===== src/rtl/lut_and_vec_pkg.sv =====
// Shared types and constants for the AND-vector driver.
// Optional feature: LUT_AND_VEC_LFSR_EN selects an LFSR vector source.
package lut_and_vec_pkg;

  typedef enum logic [2:0] {
    ST_IDLE  = 3'd0,
    ST_DRIVE = 3'd1,
    ST_WAIT  = 3'd2,
    ST_CHECK = 3'd3,
    ST_DONE  = 3'd4
  } state_t;

  localparam logic [7:0]  VEC_A0     = 8'd9;
  localparam logic [7:0]  VEC_B0     = 8'd15;
  localparam logic [7:0]  VEC_A_STEP = 8'd37;
  localparam logic [7:0]  VEC_B_STEP = 8'd29;
  localparam logic [15:0] LFSR_SEED  = 16'hACE1;

`ifdef LUT_AND_VEC_LFSR_EN
  // Fibonacci step, taps 16,14,13,11; feedback enters at the LSB.
  function automatic logic [15:0] lfsr_step(input logic [15:0] s);
    return {s[14:0], s[15] ^ s[13] ^ s[12] ^ s[10]};
  endfunction
`endif

endpackage


===== src/rtl/lut_and_vec_src.sv =====
// Vector source: running adders by default, 16-bit LFSR when
// LUT_AND_VEC_LFSR_EN is defined. load rewinds to vector 0,
// advance steps to the next vector.
module lut_and_vec_src
  import lut_and_vec_pkg::*;
(
  input  logic       clock,
  input  logic       reset,
  input  logic       load,
  input  logic       advance,
  output logic [7:0] a,
  output logic [7:0] b
);

`ifdef LUT_AND_VEC_LFSR_EN
  logic [15:0] lfsr;

  // LFSR reseeds on reset/start and shifts once per check.
  always_ff @(posedge clock) begin
    if (reset || load) lfsr <= LFSR_SEED;
    else if (advance)  lfsr <= lfsr_step(lfsr);
  end

  assign a = lfsr[15:8];
  assign b = lfsr[7:0];
`else
  logic [7:0] acc_a;
  logic [7:0] acc_b;

  // Arithmetic sequences; mod-256 wrap comes free from the 8-bit adders.
  always_ff @(posedge clock) begin
    if (reset || load) begin
      acc_a <= VEC_A0;
      acc_b <= VEC_B0;
    end else if (advance) begin
      acc_a <= acc_a + VEC_A_STEP;
      acc_b <= acc_b + VEC_B_STEP;
    end
  end

  assign a = acc_a;
  assign b = acc_b;
`endif

endmodule


===== src/rtl/lut_and_vec_driver_i8.sv =====
// Drives a/b vectors into an 8-bit AND DUT, waits LATENCY cycles,
// checks y == a & b and reports err_count / fail_idx / pass.
// Optional feature: LUT_AND_VEC_LFSR_EN (see lut_and_vec_src).
//
//  state | meaning
//  IDLE  | after reset, waiting for start
//  DRIVE | register vector idx onto a/b
//  WAIT  | let the DUT settle, LATENCY cycles (down-counter)
//  CHECK | compare y against a & b, step idx
//  DONE  | results held until next start
module lut_and_vec_driver_i8
  import lut_and_vec_pkg::*;
#(
  parameter int NUM_VEC = 16,
  parameter int LATENCY = 1
) (
  input  logic       clock,
  input  logic       reset,
  input  logic       start,
  output logic [7:0] a,
  output logic [7:0] b,
  input  logic [7:0] y,
  output logic       busy,
  output logic       done,
  output logic       pass,
  output logic [7:0] err_count,
  output logic [7:0] fail_idx
);

  localparam logic [8:0] IDX_LAST  = 9'(NUM_VEC - 1);
  localparam logic [3:0] WAIT_LOAD = (LATENCY > 0) ? 4'(LATENCY - 1) : 4'd0;

  state_t     state;
  state_t     state_nxt;
  logic [8:0] idx;
  logic [3:0] wait_cnt;
  logic [7:0] src_a;
  logic [7:0] src_b;
  logic       start_ok;
  logic       mismatch;

  assign start_ok = start && ((state == ST_IDLE) || (state == ST_DONE));
  assign mismatch = (y != (a & b));

  lut_and_vec_src u_src (
    .clock   (clock),
    .reset   (reset),
    .load    (start_ok),
    .advance (state == ST_CHECK),
    .a       (src_a),
    .b       (src_b)
  );

  // State register.
  always_ff @(posedge clock) begin
    if (reset) state <= ST_IDLE;
    else       state <= state_nxt;
  end

  // Next-state decode.
  always_comb begin
    state_nxt = state;
    case (state)
      ST_IDLE:  if (start) state_nxt = ST_DRIVE;
      ST_DRIVE: state_nxt = (LATENCY > 0) ? ST_WAIT : ST_CHECK;
      ST_WAIT:  if (wait_cnt == 4'd0) state_nxt = ST_CHECK;
      ST_CHECK: state_nxt = (idx == IDX_LAST) ? ST_DONE : ST_DRIVE;
      ST_DONE:  if (start) state_nxt = ST_DRIVE;
      default:  state_nxt = ST_IDLE;
    endcase
  end

  // Vector registers, wait timer, index and error bookkeeping.
  always_ff @(posedge clock) begin
    if (reset) begin
      idx       <= '0;
      a         <= '0;
      b         <= '0;
      wait_cnt  <= '0;
      err_count <= '0;
      fail_idx  <= '0;
    end else begin
      case (state)
        ST_IDLE, ST_DONE: begin
          if (start) begin
            idx       <= '0;
            err_count <= '0;
            fail_idx  <= '0;
          end
        end
        ST_DRIVE: begin
          a        <= src_a;
          b        <= src_b;
          wait_cnt <= WAIT_LOAD;
        end
        ST_WAIT: begin
          if (wait_cnt != 4'd0) wait_cnt <= wait_cnt - 4'd1;
        end
        ST_CHECK: begin
          if (mismatch) begin
            // err_count never returns to zero once bumped, so it marks "first".
            if (err_count == 8'd0)   fail_idx  <= idx[7:0];
            if (err_count != 8'hFF)  err_count <= err_count + 8'd1;
          end
          if (idx != IDX_LAST) idx <= idx + 9'd1;
        end
        default: ;
      endcase
    end
  end

  assign busy = (state == ST_DRIVE) || (state == ST_WAIT) || (state == ST_CHECK);
  assign done = (state == ST_DONE);
  assign pass = done && (err_count == 8'd0);

endmodule


===== config.mk =====
export PLATFORM = sky130hd
export DESIGN_NAME = lut_and_vec_driver_i8
export DESIGN_NICKNAME = d
export VERILOG_FILES = /design/src/rtl/lut_and_vec_pkg.sv /design/src/rtl/lut_and_vec_src.sv /design/src/rtl/lut_and_vec_driver_i8.sv
export SDC_FILE = /design/constraint.sdc
export NUM_CORES = 1
export LEC_CHECK = 0
export ABC_AREA = 1
export CORE_ASPECT_RATIO = 0.75
export CORE_MARGIN = 2
export CORE_UTILIZATION = 40
export CTS_CLUSTER_DIAMETER = 100
export CTS_CLUSTER_SIZE = 16
export DETAILED_ROUTE_END_ITERATION = 8
export GPL_TIMING_DRIVEN = 0
export PLACE_DENSITY = 0.61
export SLEW_MARGIN = 40
export SYNTH_ARGS = -nofsm -noshare
export SYNTH_HDL_FRONTEND = slang
export SYNTH_SLANG_ARGS = --single-unit

===== constraint.sdc =====
create_clock -name clock -period 1.6 [get_ports clock]
set_clock_uncertainty 0.2 [all_clocks]
set_input_delay 0.32 -clock clock [delete_from_list [all_inputs] [get_ports clock]]
set_output_delay 0.32 -clock clock [all_outputs]
set_load 0.005 [all_outputs]

# Word-level counts from Yosys, hierarchy flattened
# Cells that the tools add are included.
# word_totals
ff_bits	64
# op_classes
n_addsub	5
eq_ne	15
n_mux	16
bitwise	1
n_reduce_logical	18
# ops
operator	count
2-to-1 mux 8 bit	5
case mux 8 bit (2 select lines)	2
2-to-1 mux 9 bit	2
case mux 9 bit (2 select lines)	1
inequality test 2 bit, second input constant	6
case mux 3 bit (4 select lines)	1
adder 9 x 1 -> 9 bit, second input constant	1
equality test 9 x 4 -> 1 bit, second input constant	1
2-to-1 mux 3 bit	3
inequality test 9 x 4 -> 1 bit, second input constant	1
adder 8 x 1 -> 8 bit, second input constant	1
adder 8 x 5 -> 8 bit, second input constant	1
adder 8 x 6 -> 8 bit, second input constant	1
AND 8 bit	1
zero test 8 bit	1
inequality test 8 bit	1
inequality test 8 bit, second input constant	1
case mux 4 bit (2 select lines)	1
AND reduction 4 bit	2
equality test 3 x 2 -> 1 bit, second input constant	2
zero test 4 bit	1
logical OR 1 bit	4
2-to-1 mux 4 bit	1
AND reduction 2 bit	2
other kinds (10)	12

# Depth between registers and ports, before layout
# Gate-level depths: netlist of run 1.
# depth
word_depth	4
depth_mapped	12

# Cells and area by module
# Synthesis of run 1 repeated with hierarchy kept, for this count alone.
# unflattened
cells_unflattened	484
area_unflattened_um2	3254.4
# modules_own_cells
mod	n_inst	cells_each	area_each_um2	seq_area_each_um2
lut_and_vec_driver_i8	1	379	2476.1	960.9
lut_and_vec_src	1	105	778.2	320.3

# Least setup slack after synthesis of run 1
# Ideal clock, no wire load.
# synth_path
path_kind	flip-flop to flip-flop
from	register err_count[0]
to	register err_count[3]
setup_ps	70
t_arrival_ps	1416
slack_ps	-87
stages_incl_launch_ff	10
path_buffers	0
path_cell_list	dfxtp_1 -> ha_1 -> nand3_1 -> nor2_1 -> nand3_1 -> nor2_2 -> nor2_4 -> o21ai_4 -> nand2_1 -> a21oi_1
# synth_via
elab_chain_cells	4
word_cells_on_any_way	7
classes_between	add/sub (1); eq/ne (2); mux (3); reduce/logical (1)
# synth_lines
element	line	rtl
start: declaration	lut_and_vec_driver_i8.sv:26	output logic [7:0] err_count,
start signal: assignment	lut_and_vec_driver_i8.sv:103	if (err_count != 8'hFF) err_count <= err_count + 8'd1;
adder 8 x 1 -> 8 bit	lut_and_vec_driver_i8.sv:103	
2-to-1 mux 8 bit	lut_and_vec_driver_i8.sv:103	
2-to-1 mux 8 bit	lut_and_vec_driver_i8.sv:100	if (mismatch) begin
case mux 8 bit (2 select lines)	lut_and_vec_driver_i8.sv:83	case (state)
# Parallel ways exist; a longest one is shown, timed or not. The select of a mux whose other input is x is not followed.
# A chain may end at the register's enable or synchronous reset.

# Worst setup path in the final report of run 1
# layout_path
from	register err_count[3]
to	output pass
# layout_via
elab_chain_cells	2
# layout_lines
element	line	rtl
zero test 8 bit	lut_and_vec_driver_i8.sv:114	assign pass = done && (err_count == 8'd0);
logical AND 1 bit	lut_and_vec_driver_i8.sv:114	
end: declaration	lut_and_vec_driver_i8.sv:25	output logic pass,
# No other way between the ends.

==> impl_metrics.csv, run 1 <==
group,metric,value,unit
min_path,hp-class,"in -> reg",
power_and_ir_drop,ir_drop,915,uV
setup_path,regToRegStartpoint,"err_count[3]$_SDFFE_PP0P_",
setup_path,crit_type,"reg -> out",
setup_path,cp_max_fo,2,
sta,tns,-3.28,ns
logic_synthesis,synth_cells,483,
sta,worst_pin_slew,0.663,ns
cells_and_area,area_growth_syn_to_layout,51.5,%
sta,finalSetupViolations,28,
die,start_util,0.411,
logic_synthesis,synth_nets,501,
logic_synthesis,synth_xor_area_frac,0.0163,
placed_design,post-dp-hpwl,6.00,mm
logic_synthesis,synthAdderAreaFrac,0.0272,
logic_synthesis,synth_top_cell_by_area,"dfxtp_1",
route,drc_errors,0,
logic_synthesis,synth_area_per_cell,6.67,sq um
setup_path,rrSetupSlack,-0.20,ns
global_route,antenna_found_initial,0,
setup_path,cp_data_arrival_time,1.32,ns
global_route,grt_max_degree,12,
clock_tree,root_buffer,"clkbuf_8",
global_route,grt_use_total,0.214,
outcome,violations,"setup timing",
setup_path,r2r-end,"fail_idx[0]$_SDFFE_PP0P_",
logic_synthesis,synth_cell_types,33,
cells_and_area,antenna_cells,0,
sta,fin_crit,1.84,ns
die,ios,46,
route,drtIter0Drc,198,
logic_synthesis,synth_top_flop_cell,"dfxtp_1",
cells_and_area,layout_commonest_cell,"nand2_1",
logic_synthesis,synth-compound-area-share,0.104,
logic_synthesis,yosysTopAreaCellShare,0.398,
clock_tree,cts_made_buffers,9,
logic_synthesis,ys_seq_area_frac,0.398,
route,first_pass_iters,4,
setup_path,crit_start,"err_count[3]$_SDFFE_PP0P_",
logic_synthesis,synth_top_family_by_area,"simple AND/OR/NAND/NOR gates",
setup_path,worst_path_max_delay_cell,"dfxtp_4",
logic_synthesis,ys_ff_latch,64,
clock_tree,cts.sinks,64,
cells_and_area,final_cell_mix,"91 x nand2_1, 64 x nor2_1, 46 x inv_1, 29 x dfxtp_1, 28 x dlygate4sd2_1",
clock_tree,cts-hold-fix-buffers,0,
setup_path,ff2ff_path_depth,10,
sta,finalMaxSlewViolations,0,
min_path,worstHoldStart,"reset",
die,die_w,108,microns
route,wire_per_inst,14.0,microns
min_path,min_path_cells,2,
global_route,grt_pass1_vias,3098,
logic_synthesis,synth_edf_count,0,
sta,final_hold_viol_count,0,
power_and_ir_drop,p_total,5.98,mW
setup_path,crit_chain,"nor3_2, nand4_1, nor3_2, buf_2",
setup_path,cp_top_family,"simple AND/OR/NAND/NOR gates",
route,num_vias,3438,
clock_tree,cts_buffer_depth,2,
logic_synthesis,synthArstFlopShare,0,
sta,finalCritPeriodShare,1.15,
setup_path,crit_required,1.08,ns
die,dieArea,8800,sq um
logic_synthesis,synth_area_leaders,"dfxtp_1 40%, nand2_1 14%, nor2_1 9.2%, inv_1 5.8%, nand3_1 5.3%",
setup_path,worstSetupEndpointType,"output port",
logic_synthesis,synth_area,3220,sq um
cells_and_area,post-route-util,0.622,
sta,hold_slack,0.0968,ns
logic_synthesis,ys_warn_count,0,
placed_design,portBuffers,44,
global_route,grt-ovfl-total,0,
power_and_ir_drop,power.leakage,2.06,nW
clock_tree,htreeDepth,3,
die,core,7850,sq um
route,detail-route-antenna-nets,0,
power_and_ir_drop,p_per_area,1230,nW/um^2
sta,postLayoutSetupSlackWorst,-0.245,ns
outcome,status,"finished, violations left",
cells_and_area,drive_above_1_share,0.346,
placed_design,dp.cells,632,
sta,rsz0062_at_grt,"yes",
cells_and_area,nNetsFinal,596,
setup_path,crit_buf_inv,1,
sta,slew-limit-headroom,0.558,
setup_path,startpoint_type,"register",
logic_synthesis,muxShareOfSynthArea,0,
global_route,grt_first_pass_wirelength,14.7,mm
route,via_per_inst,5.00,
sta,fmax,542,MHz
setup_path,crit_top_cell,"nor3_2",
clock_tree,worstSkewPairLatency,0.35,ns
die,rows,28,
min_path,min_to,"err_count[0]$_SDFFE_PP0P_",
setup_path,crit_path_max_incr_delay,0.35,ns
clock_tree,path_clk_slew,0.08,ns
route,finalWirelength,9.62,mm
die,dieHeight,81.7,microns
placed_design,gp_congestion,0.802,
job,cap_violations,0,
clock_tree,cts_tree,"done",
logic_synthesis,synth-simple-area-share,0.368,
cells_and_area,final_cells,688,
cell families after synthesis:
group	count (synthesis)
buf+inv	68
flops	64
xor+xnor	6
fa+ha+maj	7
simple gates	274
compound gates	64
cells in the mapped netlist (3+ instances only):
cell,number
nor3_1,19
nand3_1,34
ha_1,7
a21oi_1,32
o21ai_0,29
dfxtp_1,64
xor2_1,4
nand4_1,4
nor2_4,3
buf_2,6
clkbuf_1,6
nor2_1,79
inv_1,50
nand2_1,121
power breakdown:
part           leakage (nW)  internal, mW  total [mW]  switching, mW
sequential            0.539          1.89        2.13          0.243
combinational          1.42          1.15        2.49           1.34
clock                0.0975         0.697        1.36          0.664
metrics by stage:
stage / instance area [sq um] / setup slack [ns]
6_report: 4880 / -0.245
5_1_grt: 4880 / -0.294
4_1_cts: 4420 / -0.331
3_5_place_dp: 3830 / -0.596
3_3_place_gp: 3830 / -0.567
2_1_floorplan: 3260 / 0.00863
layout make-up:
type                    instances  area, sq um
plain buffers                  14          121
clock buffers                  12          166
clock inverters                 4         26.3
fillers                       716         2970
inverters                      53          223
multi-input cells             351         2070
flip-flops and latches         64         1360
well taps                     105          131
repair buffers                 85          793
registers in the layout (all words and copies together) (netlist names):
name,count
state,3
b,8
err_count,8
fail_idx,8
idx,9
a,8
wait_cnt,4
u_src.b,8
u_src.a,8
repair_timing:
item                                    4_1_cts  5_1_grt
pin swaps                                    18       42
endpoints found under the setup margin       94       52
setup buffers                                23       15
hold endpoints to repair                      0        0
resized for setup                           143      108
cloned                                        2        2
routing by layer:
layer  track usage  vias to the layer above  wire length (microns)
li1              -                     1740                      -
met1         0.297                     1608                   4630
met3        0.0563                        9                    504
met5             0                        -                      0
met2         0.342                       81                   4410
met4        0.0333                        0                     72
worst max-delay path by stage:
stage | cells after the start | slack, ns | end
after floorplan | 9 | 0.009 | err_count[1]$_SDFFE_PP0P_
after global placement | 12 | -0.57 | fail_idx[6]$_SDFFE_PP0P_
after detailed placement | 9 | -0.60 | err_count[1]$_SDFFE_PP0P_
after CTS | 5 | -0.33 | pass
after global routing | 5 | -0.29 | pass
final | 4 | -0.24 | pass
Note: power is estimated with default switching activity, not from simulation.
==> inputs of run 2 (changes only) <==
--- a/config.mk
+++ b/config.mk
@@ -8,13 +8,13 @@
 export ABC_AREA = 1
 export CORE_ASPECT_RATIO = 0.75
 export CORE_MARGIN = 2
-export CORE_UTILIZATION = 40
+export CORE_UTILIZATION = 49
 export CTS_CLUSTER_DIAMETER = 100
 export CTS_CLUSTER_SIZE = 16
 export DETAILED_ROUTE_END_ITERATION = 8
 export GPL_TIMING_DRIVEN = 0
-export PLACE_DENSITY = 0.61
-export SLEW_MARGIN = 40
+export PLACE_DENSITY = 0.73
+export RECOVER_POWER = 50
 export SYNTH_ARGS = -nofsm -noshare
 export SYNTH_HDL_FRONTEND = slang
 export SYNTH_SLANG_ARGS = --single-unit
==> impl_metrics.csv, run 2 (synthesis results as in run 1) <==
group,metric,value,unit
power_and_ir_drop,p_per_area,1230,nW/um^2
route,finalWirelength,10.9,mm
cells_and_area,final_cell_mix,"99 x nand2_1, 63 x nor2_1, 45 x inv_1, 37 x dfxtp_1, 35 x buf_4",
min_path,min_to,"err_count[1]$_SDFFE_PP0P_",
sta,finalSetupViolations,40,
clock_tree,worstSkewPairLatency,0.36,ns
setup_path,regToRegStartpoint,"err_count[3]$_SDFFE_PP0P_",
clock_tree,path_clk_slew,0.08,ns
global_route,grt_use_met2,0.468,
min_path,worstHoldStart,"reset",
sta,finalMaxSlewViolations,0,
setup_path,rrSetupSlack,-0.23,ns
die,rows,25,
clock_tree,cts_buffer_depth,2,
die,ios,46,
global_route,grt_pass1_vias,3358,
placed_design,pre_cts_slack,-0.560,ns
sta,fin_crit,1.86,ns
global_route,grt.met3_usage,0.0686,
min_path,hp-class,"in -> reg",
cells_and_area,layout_commonest_cell,"nand2_1",
setup_path,cp_top_family,"simple AND/OR/NAND/NOR gates",
sta,final_hold_viol_count,0,
route,detail-route-antenna-nets,0,
setup_path,r2r-end,"fail_idx[5]$_SDFFE_PP0P_",
setup_path,crit_chain,"nor3_2, nand4_1, nor3_1, buf_2",
setup_path,crit_required,1.08,ns
cells_and_area,largest_register,"idx",
global_route,grt-ovfl-total,0,
die,start_util,0.510,
setup_path,crit_path_max_incr_delay,0.36,ns
clock_tree,cts_made_buffers,9,
cells_and_area,largest_reg_flops,9,
placed_design,post-dp-hpwl,5.81,mm
global_route,antenna_found_initial,0,
setup_path,cp_max_fo,3,
cells_and_area,antenna_cells,0,
placed_design,portBuffers,44,
global_route,grt_use_total,0.273,
cells_and_area,postLayoutCellArea,4900,sq um
clock_tree,cts_tree,"done",
setup_path,worst_path_max_delay_cell,"dfxtp_4",
sta,rsz0062_at_grt,"yes",
setup_path,cp_data_arrival_time,1.34,ns
die,core,6320,sq um
cells_and_area,n_fill_cell,430,
route,drtIter0Drc,265,
sta,slew-limit-headroom,0.558,
cells_and_area,nNetsFinal,602,
sta,worst_pin_slew,0.663,ns
setup_path,worstSetupEndpointType,"output port",
route,wire_per_inst,16.2,microns
power_and_ir_drop,power.leakage,2.12,nW
route,drc_errors,0,
die,die_w,97.7,microns
sta,tns,-4.29,ns
min_path,min_path_cells,2,
outcome,violations,"setup timing",
clock_tree,root_buffer,"clkbuf_8",
die,dieHeight,74.2,microns
placed_design,place_area,3800,sq um
global_route,busiest_layer,"met2",
placed_design,gp_congestion,0.854,
cells_and_area,drive_above_1_share,0.333,
global_route,grt_use_met1,0.351,
setup_path,crit_buf_inv,1,
clock_tree,cts.sinks,64,
setup_path,ff2ff_path_depth,10,
power_and_ir_drop,ir_drop,912,uV
job,cap_violations,0,
route,via_per_inst,5.55,
setup_path,crit_type,"reg -> out",
outcome,status,"finished, violations left",
sta,postLayoutSetupSlackWorst,-0.264,ns
clock_tree,htreeDepth,3,
global_route,grt_max_degree,13,
die,dieArea,7250,sq um
global_route,grt_first_pass_wirelength,15.7,mm
route,first_pass_iters,6,
sta,finalCritPeriodShare,1.16,
cells_and_area,final_cells,670,
sta,fmax,537,MHz
cells_and_area,area_growth_syn_to_layout,52.2,%
setup_path,startpoint_type,"register",
placed_design,dp.cells,608,
route,num_vias,3720,
==> run 2: cell count changes in the layout (fill, tap and decap cells not counted), moves of 7 or more <==
cell,before,now
buf_4,26,35
buf_6,20,12
dfxtp_1,29,37
nand2_1,91,99
nand2_2,24,16
dfxtp_2,23,16
==> run 2: power by group <==
part | internal [mW] | switching (mW)
logic | 1.04 | 1.32
clock network | 0.864 | 0.695
registers | 1.88 | 0.248
==> run 2: worst max path at each step <==
stage	startpoint	to	slack, ns	cells past startpoint
2_1_floorplan	err_count[0]$_SDFFE_PP0P_	err_count[1]$_SDFFE_PP0P_	0.009	9
3_3_place_gp	y[6]	fail_idx[5]$_SDFFE_PP0P_	-0.54	12
3_5_place_dp	y[6]	fail_idx[5]$_SDFFE_PP0P_	-0.56	12
4_1_cts	err_count[0]$_SDFFE_PP0P_	pass	-0.32	5
5_1_grt	err_count[3]$_SDFFE_PP0P_	pass	-0.32	4
6_report	err_count[3]$_SDFFE_PP0P_	pass	-0.26	4
==> run 2: timing repair <==
item / 4_1_cts / 5_1_grt
pin swaps: 23 / 42
endpoints found under the setup margin: 93 / 57
gates resized for setup: 146 / 95
hold buffers: 0 / 0
setup buffers: 31 / 12
gates cloned: 5 / 0
==> run 2: cell type report <==
| type | count | area (sq um) | area share |
|---|---|---|---|
| clock inverters | 5 | 60.1 | 0.0122 |
| inverters | 53 | 209 | 0.0426 |
| well taps | 81 | 101 | 0.0207 |
| multi-input cells | 352 | 2090 | 0.426 |
| plain buffers | 14 | 130 | 0.0265 |
| repair buffers | 90 | 811 | 0.165 |
| flip-flops and latches | 64 | 1340 | 0.274 |
| clock buffers | 11 | 163 | 0.0332 |
==> run 2: worst reg2reg max path: cells and delay by family (launching register included) <==
kind / cells / cell delay [ns]
flip-flops: 1 / 0.36
buffers and inverters: 2 / 0.34
AND/OR/NAND/NOR: 8 / 0.83
==> run 2: metal layers <==
layer,part of all wire,wire [microns],up-vias
li1,-,-,1759
met5,0,0,-
met1,0.40,4360,1711
met3,0.094,1020,42
met4,0.035,376,0
met2,0.47,5110,208
==> run 2: stage by stage <==
step	hold slack, ns	util	power [mW]
after global routing	0.0358	0.776	6.35
after floorplan	0.226	-	3.07
final	0.0379	0.776	6.04
after CTS	0.0351	0.719	5.61
after detailed placement	0.255	0.601	3.76
after global placement	0.247	0.601	3.70
